===== src/rtl/input_debounce_pkg.sv =====
// input_debounce_pkg: shared FSM state encoding for the debounce slice
package input_debounce_pkg;
  typedef enum logic {
    ST_STABLE  = 1'b0,
    ST_QUALIFY = 1'b1
  } db_state_e;
endpackage


===== src/rtl/input_debounce_bit.sv =====
// input_debounce_bit: synchroniser + qualify FSM + counter for one input bit
// Ports: clk/rstn (async active-low), a raw input, en filter enable, tick sample strobe,
//        cfg_thresh qualify length in ticks, y debounced level, busy high while qualifying.
module input_debounce_bit
  import input_debounce_pkg::*;
#(
  parameter int   SYNC_STAGES = 2,
  parameter int   CNT_W       = 16,
  parameter logic RST_VAL     = 1'b0
) (
  input  logic             clk,
  input  logic             rstn,
  input  logic             a,
  input  logic             en,
  input  logic             tick,
  input  logic [CNT_W-1:0] cfg_thresh,
  output logic             y,
  output logic             busy
);
  logic [SYNC_STAGES-1:0] sync_q;
  logic                   s;
  db_state_e              state, state_n;
  logic [CNT_W-1:0]       cnt, cnt_n;
  logic                   y_n;
  logic [CNT_W:0]         cnt_inc;
  always_ff @(posedge clk or negedge rstn)
    if (!rstn) sync_q <= {SYNC_STAGES{RST_VAL}};
    else       sync_q <= {sync_q[SYNC_STAGES-2:0], a};
  assign s = sync_q[SYNC_STAGES-1];
  // one extra bit so cnt + 1 never wraps before the compare
  assign cnt_inc = {1'b0, cnt} + {{CNT_W{1'b0}}, 1'b1};
  always_ff @(posedge clk or negedge rstn)
    if (!rstn) begin
      state <= ST_STABLE;
      cnt   <= '0;
      y     <= RST_VAL;
    end else begin
      state <= state_n;
      cnt   <= cnt_n;
      y     <= y_n;
    end
  always_comb begin
    state_n = state;
    cnt_n   = cnt;
    y_n     = y;
    if (!en) begin
      state_n = ST_STABLE;
      cnt_n   = '0;
    end else if (state == ST_STABLE) begin
      if (s != y) begin
        if (cfg_thresh == '0) y_n = s;
        else begin
          state_n = ST_QUALIFY;
          cnt_n   = '0;
        end
      end
    end else if (s == y) begin
      state_n = ST_STABLE;
      cnt_n   = '0;
    end else if (tick && cnt_inc >= {1'b0, cfg_thresh}) begin
      y_n     = s;
      state_n = ST_STABLE;
      cnt_n   = '0;
    end else if (tick) cnt_n = cnt_inc[CNT_W-1:0];
  end
  assign busy = (state == ST_QUALIFY);
endmodule


===== src/rtl/input_debounce.sv =====
// input_debounce: multi-bit synchroniser and glitch filter for asynchronous levels
// Ports: clk/rstn (async active-low), A raw inputs, en filter enable, tick sample strobe,
//        cfg_thresh qualify length in ticks, Y debounced levels, busy per-bit qualify flag.
module input_debounce
  import input_debounce_pkg::*;
#(
  parameter int               WIDTH       = 1,
  parameter int               SYNC_STAGES = 2,
  parameter int               CNT_W       = 16,
  parameter logic [WIDTH-1:0] RST_VAL     = '0
) (
  input  logic             clk,
  input  logic             rstn,
  input  logic [WIDTH-1:0] A,
  input  logic             en,
  input  logic             tick,
  input  logic [CNT_W-1:0] cfg_thresh,
  output logic [WIDTH-1:0] Y,
  output logic [WIDTH-1:0] busy
);
  for (genvar i = 0; i < WIDTH; i++) begin : g_bit
    input_debounce_bit #(
      .SYNC_STAGES(SYNC_STAGES),
      .CNT_W      (CNT_W),
      .RST_VAL    (RST_VAL[i])
    ) u_bit (
      .clk       (clk),
      .rstn      (rstn),
      .a         (A[i]),
      .en        (en),
      .tick      (tick),
      .cfg_thresh(cfg_thresh),
      .y         (Y[i]),
      .busy      (busy[i])
    );
  end
endmodule

===== config.mk =====
export PLATFORM = sky130hd
export DESIGN_NAME = input_debounce
export DESIGN_NICKNAME = d
export VERILOG_FILES = /design/src/rtl/input_debounce_pkg.sv /design/src/rtl/input_debounce_bit.sv /design/src/rtl/input_debounce.sv
export SDC_FILE = /design/constraint.sdc
export NUM_CORES = 1
export LEC_CHECK = 0
export ABC_AREA = 1
export CAP_MARGIN = 20
export CORE_MARGIN = 5
export CORE_UTILIZATION = 49
export DETAILED_ROUTE_END_ITERATION = 8
export GPL_TIMING_DRIVEN = 0
export PLACE_DENSITY_LB_ADDON = 0.3
export SYNTH_ARGS = -nofsm -noshare
export SYNTH_HDL_FRONTEND = slang
export SYNTH_SLANG_ARGS = --single-unit

===== constraint.sdc =====
create_clock -name clk -period 2.5 [get_ports clk]
set_input_delay 0.75 -clock clk [delete_from_list [all_inputs] [get_ports clk]]
set_output_delay 0.75 -clock clk [all_outputs]
set_load 0.01 [all_outputs]

Word-level counts from Yosys, hierarchy flattened. Cells that the tools add are included.

Bits in registers: 20. Input bits: 21. Word-level logic and storage cells: 37.

Eq/ne operators: 7. Add/sub/neg operators: 1. Reduce and logical (&&, ||, !) cells: 6. Order comparisons: 1. Multiplexer cells: 18.

Operators with widths (count): $mux W16 (7); $add A16 B1 Y17 const B (1); $ge A17 B16 Y1 (1); $logic_not A16 Y1 (1); $mux W1 (11); $ne A5 B5 Y1 const B (1); $reduce_and A5 Y1 (1); $ne A2 B2 Y1 const B (2); $reduce_bool A2 Y1 (2); $ne A3 B1 Y1 const B (1); $ne A3 B2 Y1 const B (1); $reduce_and A3 Y1 (1); $eq A1 B1 Y1 (1); $logic_and A1 B1 Y1 (1); $ne A1 B1 Y1 (1).

Logic depth before layout (Yosys ltp).
Word-level depth: 7. Gate-level depth with buffers: 20. Gate-level depth less buffers: 20.

Worst setup path before layout. OpenSTA, ideal clock, no wires.

Path kind: reg2reg. From: register g_bit[0].u_bit.cnt[0]. To: register g_bit[0].u_bit.cnt[15]. Period minus slack after synthesis: 2.623 ns. Stages on the path, launching flop included: 20. Required time: 2.425 ns. Setup slack: -0.123 ns. Library setup time: 0.075 ns. Arrival: 2.548 ns. Path buffers: 1. Path through: dfrtp_1 -> ha_1 -> nand3_2 -> nor2_4 -> nand4_1 -> nor2_1 -> xor2_1 -> ha_1 -> a21oi_1 -> nor2_1 -> nor2_1 -> o21ai_0 -> nor2_1 -> nand2_1 -> nand2_2 -> nand2_4 -> nor2_4 -> buf_12 -> nand2_1 -> o21ai_2.

Word-level cells in the longest chain between the ends: 7. Elaborated cells on any way between the ends: 10. Classes of those cells: 1 x add/sub; 1 x order compare; 1 x eq/ne; 5 x mux; 2 x reduce/logical.

RTL lines: from (decl) (RTL line input_debounce_bit.sv:23) `logic [CNT_W-1:0] cnt, cnt_n;`; from (signal assigned) (RTL line input_debounce_bit.sv:39) `cnt <= cnt_n;`; $add A16 B1 Y17 (*) (RTL line input_debounce_bit.sv:31) `assign cnt_inc = {1'b0, cnt} + {{CNT_W{1'b0}}, 1'b1};`; $ge A17 B16 Y1 (RTL line input_debounce_bit.sv:60) `end else if (tick && cnt_inc >= {1'b0, cfg_thresh}) begin`; $logic_and A1 B1 Y1 (RTL line input_debounce_bit.sv:60); $mux W16 (RTL line input_debounce_bit.sv:60); $mux W16 (RTL line input_debounce_bit.sv:57) `end else if (s == y) begin`; $mux W16 (RTL line input_debounce_bit.sv:49) `end else if (state == ST_STABLE) begin`; $mux W16 (RTL line input_debounce_bit.sv:46) `if (!en) begin`.

Mark *: on every way between the ends. The rest lies on a longest branch, timed or not. The select of a mux whose other input is x is not followed. A chain may end at the register's enable or synchronous reset.

Final worst setup path.
From: register g_bit[0].u_bit.cnt[0]. To: register g_bit[0].u_bit.cnt[4].

Same word-level chain as after synthesis.

==> metrics.md <==
| Metric | Value |
|---|---|
| Worst Skew | `~0.005 ns` |
| H-tree depth | `1` |
| Placer Congestion | `0.8840` |
| Detailed-router iteration count before antenna repair | `4` |
| Outcome | `finished with violations` |
| Max_cap viols | `0` |
| DR vias | `1,567` |
| Fmax | `around 330 MHz` |
| CTS Hold Bufs | `0` |
| VDD IR max | `about 0.00021 V` |
| FF+latch area | `between 500 and 600 um2` |
| Synth warn | `0` |
| Die area | `0.004659 mm2` |
| Most area-consuming cells after synthesis | `dfrtp_1, ha_1, inv_1, nand2_1, xor2_1` |
| Final min period | `3.022 ns` |
| Max-slew violation count | `0` |
| Synth cell types | `24` |
| Syn Std Cell Area | `0.001663 mm2` |
| IO buf count | `22` |
| CP max FO | `4` |
| Reg2reg setup slack | `-0.52 ns` |
| Clk buf depth | `2` |
| Antenna cells | `0` |
| Core Box Area | `0.003311 mm2` |
| Worst-Skew Late Latency | `0.31 ns` |
| HP Class | `flop to flop` |
| Row count | `21` |
| Syn Nets | `255` |
| Clock-pin slew on the worst setup and hold paths | `0.12 ns` |
| Share of flip-flops with an asynchronous set or reset | `between 90% and 100%` |
| Layout cells sized above 1 | `30.88%` |
| Final setup violation count | `18` |
| EDFF count, synth | `0` |
| Critical Path End Type | `flop` |
| Synth Flop Type | `dfrtp_1` |
| Cells after synthesis | `between 200 and 250` |
| Initial antenna violation count | `0` |
| Area leader, netlist | `dfrtp_1` |
| CP Class | `flop to flop` |
| Remaining Overflow, GRT | `0` |
| Root buf cell | `clkbuf_4` |
| RSZ-0062 raised after global routing | `true` |
| Setup TNS | `-8.027 ns` |
| Worst slew margin | `54.90%` |
| Pwr/cell area | `390.9 mW/mm2` |
| Vias in the first global route | `1,534` |
| Drc violations | `0` |
| Die Span Y | `68.26 um` |
| Total clock sinks | `20` |
| Syn avg cell area | `7.663 um2` |
| IO Count | `23` |
| DPL Wire Length | `about 2800 um` |
| First-pass GRT wire length | `6679 um` |
| CTS tree | `yes` |
| WL/cell | `about 14 um` |
| Setup ws final | `-0.5221 ns` |
| Leak | `0.001207 uW` |
| Starting density of the core | `50.23%` |
| WP data required | `about 2.7 ns` |
| Final ANT Viol Nets | `0` |
| Largest net degree at the start of global routing | `21` |
| Setup crit start kind | `flop` |
| WHS | `approximately 0.36 ns` |
| Fill cell count | `265` |
| Sequential fraction of the synthesis area | `30.10%` |
| Cts bufs inserted | `3` |
| Multi-input logic area | `0.001057 mm2` |
| Final period utilization | `120.9%` |
| Fin nets | `311` |
| Violated checks | `setup timing` |
| WL final | `4342 um` |
| Flops & latches, synth | `20` |
| Via density | `4.928` |
| DRC violation total after the first TritonRoute iteration | `106` |
| CP arrival | `3.26 ns` |
| All-Layer GR Usage | `between 10% and 20%` |
| Die width | `68.26 um` |
| Worst-Margin Slew | `0.6765 ns` |
| Layout area overhead | `39.65%` |
| Fin. Hold Viols | `0` |
| Share of the synthesized area in the top cell type | `a little under a third` |
cells by family after synthesis:
| group | after synthesis | share of synthesized area (%) |
|---|---|---|
| simple gates | 89 | 28.67 |
| buf+inv | 51 | 12.49 |
| compound gates | 25 | 8.051 |
| flops | 20 | 30.10 |
| fa+ha+maj | 17 | 12.79 |
| xor+xnor | 15 | 7.901 |
power breakdown:
part / internal, uW / leakage [uW] / switching [uW] / total (uW)
logic: 153 / 0.000921 / 189 / 342
clock network: 89.0 / 0.0000210 / 113 / 202
registers: 342 / 0.000266 / 22.6 / 364
total: 583 / 0.00121 / 324 / 908
flip-flops by register name, indices dropped and copies added (netlist names):
name / flops
g_bit.u_bit.y: 1
g_bit.u_bit.sync_q: 2
g_bit.u_bit.cnt: 16
g_bit.u_bit.busy: 1
metrics by stage:
stage | utilization [%] | cells | worst slack, ns | area [um2] | total power (uW)
floorplan | - | 217 | -0.04046 | 1685 | 513.3
global placement | 59.30 | 285 | -0.4889 | 1963 | 617.4
detailed placement | 59.30 | 285 | -0.4893 | 1963 | 621.8
CTS | 67.23 | 312 | -0.3272 | 2226 | 879.6
global route | 70.14 | 318 | -0.6714 | 2322 | 955.4
finish | 70.14 | 318 | -0.5221 | 2322 | 907.7
placed cells by master (no fill, tap or decap), types with 2 or more instances in the layout:
cell             count
o21ai_2              8
nor2_4               5
a21oi_1              5
nand3_4              2
nand4_1              4
nand3_1              6
xor2_1              13
clkdlybuf4s50_1     22
nand2_2             14
inv_1               45
buf_4               22
nand2_4              6
clkbuf_4             3
nand3_2              2
dfrtp_2              3
nor2_1              11
nor4_1               2
inv_2                4
nand2_1             33
o21ai_1             10
ha_1                16
dfrtp_1             17
buf_6                7
Yosys cell counts (5+ instances only):
cell / number
o21ai_0: 7
a21oi_1: 6
nor2_1: 12
o21ai_1: 9
dfrtp_1: 20
nand3_1: 7
nor2_4: 5
ha_1: 17
nand2_2: 12
xor2_1: 14
nand2_1: 38
inv_1: 45
worst max-delay path, stage by stage, from the launching register on:
cell and delay (ns):
dfrtp_2 0.43, ha_4 0.16, nand3_4 0.08, nor2_4 0.15, nand4_1 0.17, nor2_1 0.17
xor2_1 0.21, ha_1 0.29, a21oi_1 0.17, nor2_1 0.07, nor2_1 0.12, o21ai_1 0.08
nor2_1 0.10, nand2_1 0.08, nand2_2 0.09, nand2_4 0.07, nor2_4 0.14, buf_6 0.13
buf_6 0.10, nand2_2 0.04, o21ai_1 0.09
area by class of cell:
cell class                 count  share of cell area [%]
tap                           46                   2.478
timing repair buffer          52                   20.64
buffer                         1                  0.1616
sequential                    20                   21.71
multi-input combinational    146                   45.53
clock buffer                   4                   1.562
inverter                      49                   7.920
routing by layer:
metal / up-vias / GRT usage [%] / part of all wire (%)
met4: 0 / 7.940 / 2.6
met5: - / 0 / 0
li1: 784 / - / -
met2: 47 / 35.62 / 53
met1: 724 / 22.23 / 40
met3: 12 / 3.120 / 4.3
worst paths after layout:
check / endpoint / cells after the start / startpoint
setup / recovery: g_bit[0].u_bit.cnt[4]$_DFFE_PN0P_ / 20 / g_bit[0].u_bit.cnt[0]$_DFFE_PN0P_
hold / removal: g_bit[0].u_bit.sync_q[1]$_DFF_PN0_ / 0 / g_bit[0].u_bit.sync_q[0]$_DFF_PN0_
setup reg to reg: g_bit[0].u_bit.cnt[4]$_DFFE_PN0P_ / 20 / g_bit[0].u_bit.cnt[0]$_DFFE_PN0P_
hold reg to reg: g_bit[0].u_bit.sync_q[1]$_DFF_PN0_ / 0 / g_bit[0].u_bit.sync_q[0]$_DFF_PN0_
max in group asynchronous: g_bit[0].u_bit.cnt[1]$_DFFE_PN0P_ / 2 / rstn
min in group asynchronous: g_bit[0].u_bit.cnt[11]$_DFFE_PN0P_ / 1 / rstn
timing repair:
action                                  4_1_cts  5_1_grt
resized for setup                            17       19
endpoints found under the hold margin         0        0
setup buffers                                22        8
endpoints found under the setup margin       18       18
pin swaps                                     8        9
cloned                                        1        0
Note: power is estimated with default switching activity, not from simulation.
